`config.mk`:
```
export PLATFORM = sky130hd
export DESIGN_NAME = fpu_seq_ctrl
export DESIGN_NICKNAME = d
export VERILOG_FILES = /design/src/rtl/fpu_seq_ctrl.sv
export SDC_FILE = /design/constraint.sdc
export NUM_CORES = 1
export LEC_CHECK = 0
export BUFFER_PORTS_ARGS = -buffer_cell sky130_fd_sc_hd__buf_2
export CORE_MARGIN = 3
export CORE_UTILIZATION = 50
export CTS_CLUSTER_SIZE = 25
export DETAILED_ROUTE_END_ITERATION = 12
export PLACE_DENSITY = 0.83
export SYNTH_ARGS = -nofsm -noshare
export SYNTH_HDL_FRONTEND = slang
export SYNTH_SLANG_ARGS = --single-unit
```
`constraint.sdc`:
```
create_clock -name clk_i -period 9.3 [get_ports clk_i]
set_input_delay 2.79 -clock clk_i [delete_from_list [all_inputs] [get_ports clk_i]]
set_output_delay 2.79 -clock clk_i [all_outputs]
set_load 0.005 [all_outputs]
```
`src/rtl/fpu_seq_ctrl.sv`:
```
// -----------------------------------------------------------------------------
// fpu_seq_ctrl
//
// Sequences one floating-point operation at a time between the decode stage
// and a variable-latency FPU core. An accepted request is latched, a one-cycle
// start is issued, and the pipeline is stalled until the FPU answers (or a
// watchdog forces completion). The result is written back through a dedicated
// regfile port and its exception flags are OR-ed into a sticky register.
// A flush during the wait lets the FPU finish quietly and discards its result.
//
// Ports
//   clk_i, rst_i          clock (rising edge), async active-high reset
//   fpu_req_i             decoded FP request, held while stall_o=1
//   fpu_op_i/op_a_i/op_b_i/rd_addr_i  operation, operands, destination
//   flush_i               kill the instruction in decode / in flight
//   fpu_start_o           one-cycle start pulse to the FPU
//   fpu_op_o/fpu_a_o/fpu_b_o  latched operation and operands for the FPU
//   fpu_done_i/fpu_result_i/fpu_flags_i  FPU completion (flags {NV,DZ,OF,UF,NX})
//   stall_o, busy_o       hold PC/decode; controller not idle
//   wb_wren_o/wb_addr_o/wb_data_o  regfile write port
//   flags_o, flags_clr_i  sticky exception flags and their clear
//   timeout_o             one-cycle pulse on forced completion
// -----------------------------------------------------------------------------
module fpu_seq_ctrl #(
  parameter int TIMEOUT_CYCLES = 64,  // >= 2
  parameter int CNT_W          = 7    // 2**CNT_W >= TIMEOUT_CYCLES
) (
  input  logic        clk_i,
  input  logic        rst_i,
  input  logic        fpu_req_i,
  input  logic [1:0]  fpu_op_i,
  input  logic [31:0] op_a_i,
  input  logic [31:0] op_b_i,
  input  logic [4:0]  rd_addr_i,
  input  logic        flush_i,
  output logic        fpu_start_o,
  output logic [1:0]  fpu_op_o,
  output logic [31:0] fpu_a_o,
  output logic [31:0] fpu_b_o,
  input  logic        fpu_done_i,
  input  logic [31:0] fpu_result_i,
  input  logic [4:0]  fpu_flags_i,
  output logic        stall_o,
  output logic        busy_o,
  output logic        wb_wren_o,
  output logic [4:0]  wb_addr_o,
  output logic [31:0] wb_data_o,
  output logic [4:0]  flags_o,
  input  logic        flags_clr_i,
  output logic        timeout_o
);

  typedef enum logic [2:0] {
    S_IDLE,
    S_ISSUE,
    S_WAIT,
    S_WB,
    S_DRAIN
  } state_e;

  localparam logic [CNT_W-1:0] CNT_LAST     = CNT_W'(TIMEOUT_CYCLES - 1);
  localparam logic [31:0]      QNAN         = 32'h7FC0_0000;
  localparam logic [4:0]       FLAG_INVALID = 5'b10000;

  state_e           state_q, state_d;
  logic [CNT_W-1:0] cnt_q, cnt_d;
  logic [1:0]       op_q, op_d;
  logic [31:0]      a_q, a_d;
  logic [31:0]      b_q, b_d;
  logic [4:0]       rd_q, rd_d;
  logic [4:0]       wb_addr_q, wb_addr_d;
  logic [31:0]      wb_data_q, wb_data_d;
  logic [4:0]       cap_flags_q, cap_flags_d;
  logic [4:0]       flags_q, flags_d;

  logic             accept;
  logic             cnt_at_last;
  logic [CNT_W-1:0] cnt_inc;

  assign accept      = fpu_req_i & ~flush_i;
  assign cnt_at_last = (cnt_q == CNT_LAST);
  // Saturating increment: the counter parks at the timeout value.
  assign cnt_inc     = cnt_at_last ? cnt_q : cnt_q + CNT_W'(1);

  // NOTE: every signal written here gets a default first, so no path through
  // the case statement can leave one unassigned and infer a latch.
  always_comb begin
    state_d     = state_q;
    cnt_d       = cnt_q;
    op_d        = op_q;
    a_d         = a_q;
    b_d         = b_q;
    rd_d        = rd_q;
    wb_addr_d   = wb_addr_q;
    wb_data_d   = wb_data_q;
    cap_flags_d = cap_flags_q;
    fpu_start_o = 1'b0;
    stall_o     = 1'b0;
    wb_wren_o   = 1'b0;
    timeout_o   = 1'b0;

    unique case (state_q)
      S_IDLE: begin
        // The reset term keeps every output low while reset is held.
        stall_o = accept & ~rst_i;
        if (accept) begin
          op_d    = fpu_op_i;
          a_d     = op_a_i;
          b_d     = op_b_i;
          rd_d    = rd_addr_i;
          state_d = S_ISSUE;
        end
      end
      S_ISSUE: begin
        fpu_start_o = 1'b1;
        stall_o     = 1'b1;
        cnt_d       = '0;
        state_d     = S_WAIT;
      end
      S_WAIT: begin
        stall_o = 1'b1;
        cnt_d   = cnt_inc;
        if (flush_i) begin
          state_d = S_DRAIN;
        end else if (fpu_done_i) begin
          wb_addr_d   = rd_q;
          wb_data_d   = fpu_result_i;
          cap_flags_d = fpu_flags_i;
          state_d     = S_WB;
        end else if (cnt_at_last) begin
          timeout_o   = 1'b1;
          wb_addr_d   = rd_q;
          wb_data_d   = QNAN;
          cap_flags_d = FLAG_INVALID;
          state_d     = S_WB;
        end
      end
      S_WB: begin
        // x0 is hard-wired; a flush here kills the retiring instruction.
        wb_wren_o = (rd_q != 5'd0) & ~flush_i;
        state_d   = S_IDLE;
      end
      S_DRAIN: begin
        // Only the next decoded instruction can stall us; the flushed op is
        // left to finish inside the FPU and its result is dropped.
        stall_o = fpu_req_i;
        cnt_d   = cnt_inc;
        if (fpu_done_i || cnt_at_last) state_d = S_IDLE;
      end
      default: state_d = S_IDLE;
    endcase
  end

  // Clear first, then accumulate, so a coinciding clear keeps only the
  // retiring instruction's flags.
  always_comb begin
    flags_d = flags_q;
    if (flags_clr_i) flags_d = '0;
    if (state_q == S_WB && !flush_i) flags_d = flags_d | cap_flags_q;
  end

  // NOTE: state registers use non-blocking assignments so every flop samples
  // the pre-edge value of every other flop, independent of statement order.
  always_ff @(posedge clk_i or posedge rst_i) begin
    if (rst_i) begin
      state_q     <= S_IDLE;
      cnt_q       <= '0;
      op_q        <= '0;
      a_q         <= '0;
      b_q         <= '0;
      rd_q        <= '0;
      wb_addr_q   <= '0;
      wb_data_q   <= '0;
      cap_flags_q <= '0;
      flags_q     <= '0;
    end else begin
      state_q     <= state_d;
      cnt_q       <= cnt_d;
      op_q        <= op_d;
      a_q         <= a_d;
      b_q         <= b_d;
      rd_q        <= rd_d;
      wb_addr_q   <= wb_addr_d;
      wb_data_q   <= wb_data_d;
      cap_flags_q <= cap_flags_d;
      flags_q     <= flags_d;
    end
  end

  assign busy_o    = (state_q != S_IDLE);
  assign fpu_op_o  = op_q;
  assign fpu_a_o   = a_q;
  assign fpu_b_o   = b_q;
  assign wb_addr_o = wb_addr_q;
  assign wb_data_o = wb_data_q;
  assign flags_o   = flags_q;

endmodule

```
==> out/qor_table.md <==
| Stage | Quantity | This run |
|:---|:---|:---|
| clock tree | Cell chosen for the clock root | sky130_fd_sc_hd__clkbuf_8 |
| grt | Total grt overflow | 0 |
| layout | Layout cell share with drive strength beyond 1 | 59.4% |
| synthesis | Most frequently used cell type in the post-synthesis netlist | sky130_fd_sc_hd__dfrtp_1 |
| sta | Setup TNS | 0 ps |
| drt | Post-route DRC violation count | 0 |
| place | Buffers on Ports | 226 |
| drt | WL/cell | 16.8 µm |
| drt | Post-Route M1 WL | 4.52 mm |
| floorplanning | Area of the die | 11000 µm² |
| grt | Total Routing Usage GR | 21.5% |
| clock tree | Hold-fix buffer count after cts | 0 |
| clock tree | Cells resized by post-CTS repair | 0 |
| synthesis | Number of nets produced by synthesis | 443 |
| setup path | Setup crit start | flush_i |
| drt | Detailed Routing Iterations Pass 1 | 5 |
| synthesis | Post-synth EDFFs | 0 |
| clock tree | Number of buffers on the longest clock path | 2 |
| setup path | Most numerous cell on the critical path | sky130_fd_sc_hd__buf_2 |
| synthesis | Number of storage elements in the synthesis netlist | 128 |
| synthesis | Most frequent cells after synthesis | sky130_fd_sc_hd__dfrtp_1 (128), sky130_fd_sc_hd__mux2_2 (76), sky130_fd_sc_hd__a22o_1 (27) |
| layout | Util after Layout | 71.5% |
| sta | Time the final worst path needs with I/O delays and setup | 6550 ps |
| drt | Vias/cell | 5.10 |
| layout | Final layout net count | 673 |
| synthesis | Post-synthesis area per instance | 15.0 µm² |
| grt | Number of global-route vias before repair | 3718 |
| drt | DRT iter0 DRCs | 173 |
| min path | Worst min path class | register to register |
| setup path | Critical path arrival | 3760 ps |
| layout | Area Growth Syn to Fin | 36.6% |
| flow run | Max-capacitance violation count | 0 |
| setup path | Launch instance of the worst register-to-register path | cnt_q[0] |
| setup path | Path type of the worst setup path | primary input to primary output |
| synthesis | Number of distinct standard cells referenced by the synthesized netlist | 37 |
| drt | Detailed-routed wire length on met3 | 1.02 mm |
| synthesis | Synth Flop Type | sky130_fd_sc_hd__dfrtp_1 |
| drt | DRT antenna net count | 0 |
| setup path | Peak per-stage delay on the critical path | 280 ps |
| drt | Wire length on met2 | 6.03 mm |
| clock tree | Reg clk slew, reported paths | 60 ps |
| floorplanning | Core region area | 9370 µm² |
| run status | Status | finished, final reports clean |
| sta | Share of the cycle needed by the critical path after routing | 70.4% |
| pwr | Leakage power | 3.41 nW |
| grt | Antenna violations before repair | 0 |
| layout | Number of fillers in the final layout | 674 |
| clock tree | Clk_lat worst skew | 490 ps |
| setup path | Critical path launch point type | primary input |
| synthesis | Warning count from the yosys run | 0 |
| pwr | Cell area power density | 347 nW/µm² |
| floorplanning | Width of the die | 105 µm |
| drt | Final Routed Wirelength | 11.7 mm |
| layout | Number of diodes added for antenna fixing | 0 |
| synthesis | Fraction of synthesized cell area taken by the top area cell type | 65.3% |
| sta | Highest attainable clock frequency | 153 MHz |
| setup path | Cell with the largest stage delay on the worst path | sky130_fd_sc_hd__nor4_1 |
| synthesis | Cell type with the highest aggregate area in the netlist | sky130_fd_sc_hd__dfrtp_1 |
| drt | Vias post-DR | 3573 |
| sta | Setup repair after global routing missed its margin | false |
| setup path | Critical path, cell by cell | buf_2, nor2_1, nand2_1, nor4_1, buf_2 |
| clock tree | CTS tree | yes |
| clock tree | Total clock sinks | 128 |
| pwr | Max VDD drop | 192 µV |
| floorplanning | Height of the die | 105 µm |
| sta | Max Transition Viols Final | 0 |
| drt | Highest routing layer actually used | met4 |
| floorplanning | Cell Rows | 35 |
| place | Detailed placer's ending HPWL | 8.60 mm |
| min path | Source of the worst hold timing path | wb_data_o[27] |
| sta | Finish-stage setup viols | 0 |
| clock tree | Post-CTS setup repair buffer count | 0 |
| pwr | Power after layout | 2.33 mW |
| synthesis | Biggest area contributors in the synthesized netlist | sky130_fd_sc_hd__dfrtp_1 (65%), sky130_fd_sc_hd__mux2_2 (17%), sky130_fd_sc_hd__a22o_1 (4.8%) |
| place | Routability congestion estimate | 0.794 |
| grt | Pin count of the biggest net entering global routing | 73 |
| setup path | Largest driver fanout on the critical path | 4 |
| synthesis | Post-Syn Area | 4900 µm² |
| clock tree | Clock buffers created by TritonCTS | 17 |
| synthesis | Portion of the post-synthesis area used by sequential elements | 65.3% |
| synthesis | Fraction of synthesis flops using an asynchronous set or reset pin | 100% |
| floorplanning | Num ports | 227 |
| sta | Number of endpoints with negative hold slack in the final report | 0 |
| clock tree | Count of H-tree levels built during CTS | 4 |
| grt | First-pass GRT wire length | 18.6 mm |
| setup path | Element type at the critical path end | primary output |
| floorplanning | Starting Density | 52.3% |
| sta | Clock skew | 9.24 ps |
| sta | Rel. slew slack | 22.7% |
| synthesis | Cells after synthesis | 328 |
| sta | Tightest Pin Transition | 1160 ps |
| setup path | Data required time at the worst endpoint | 6510 ps |
worst paths after layout:
check                      slack (ps)  cells after the start              to
min in group asynchronous        2420                      2  cap_flags_q[0]
max in group asynchronous        5510                      3        cnt_q[2]
min reg2reg                       490                      1   wb_data_o[27]
max                              2750                      5       timeout_o
min                               490                      1   wb_data_o[27]
max reg2reg                      6680                      5    wb_addr_o[4]
stage by stage:
stage                     area [µm²]  hold slack (ps)  cells  setup WS (ps)
final                           6700              488    700           2750
after global routing            6700              503    700           2670
after CTS                       6700              485    700           2750
after detailed placement        6090              473    668           2760
after global placement          6090              465    668           2810
after floorplan                 4900              451    328           3100
placed cells by master (no fill, tap or decap), drive strengths merged, types with 2 or more instances in the layout:
cell        n
a21oi       3
a22o       27
buf       227
bufinv      3
clkbuf     21
clkinv      4
clkinvlp    2
dfrtp     128
inv         9
mux2       76
mux2i       3
nand2      20
nand2b      2
nand3       3
nor2        3
o21ai      10
o22a       10
or3         2
routing by layer:
metal	vias to the layer above	GRT usage (%)
met1	1762	24.8
met5	-	0
met3	12	9.20
met4	0	6.56
li1	1643	-
met2	156	36.4
final cells by class:
class	instances	area, µm²	share of cell area (%)
multi-input cells	177	1560	23.2
inverters	7	28.8	0.429
flip-flops and latches	128	3200	47.8
clock inverters	11	154	2.30
clock buffers	21	459	6.85
repair buffers	227	1140	17.0
well taps	129	161	2.41
cells by family (layout without fill, tap and decap cells):
family / after synthesis / in the layout / synth area share (%)
fa+ha+maj: 1 / 1 / 0.255
xor+xnor: 1 / 1 / 0.179
mux: 79 / 79 / 18.1
compound gates: 55 / 55 / 8.80
flops: 128 / 128 / 65.3
simple gates: 41 / 41 / 4.29
buf+inv: 23 / 266 / 3.11
power breakdown:
part | leakage (nW) | switching, mW | internal [mW] | total (mW)
sequential | 1.55 | 0.141 | 0.814 | 0.955
clock | 0.295 | 0.237 | 0.433 | 0.670
combinational | 1.56 | 0.298 | 0.405 | 0.703
total | 3.41 | 0.676 | 1.65 | 2.33
critical path, delay by kind of cell:
kind	cells	cell delay, ps
buffers and inverters	2	290
and+or+nand+nor	3	680
flip-flops by register name, indices dropped and copies added, names as in the netlist:
signal and flops:
rd_q 5, state_q 3, wb_data_o 32, flags_o 5
cnt_q 7, wb_addr_o 5, fpu_a_o 32, fpu_op_o 2
cap_flags_q 5, fpu_b_o 32
Note: power is estimated with default switching activity, not from simulation.
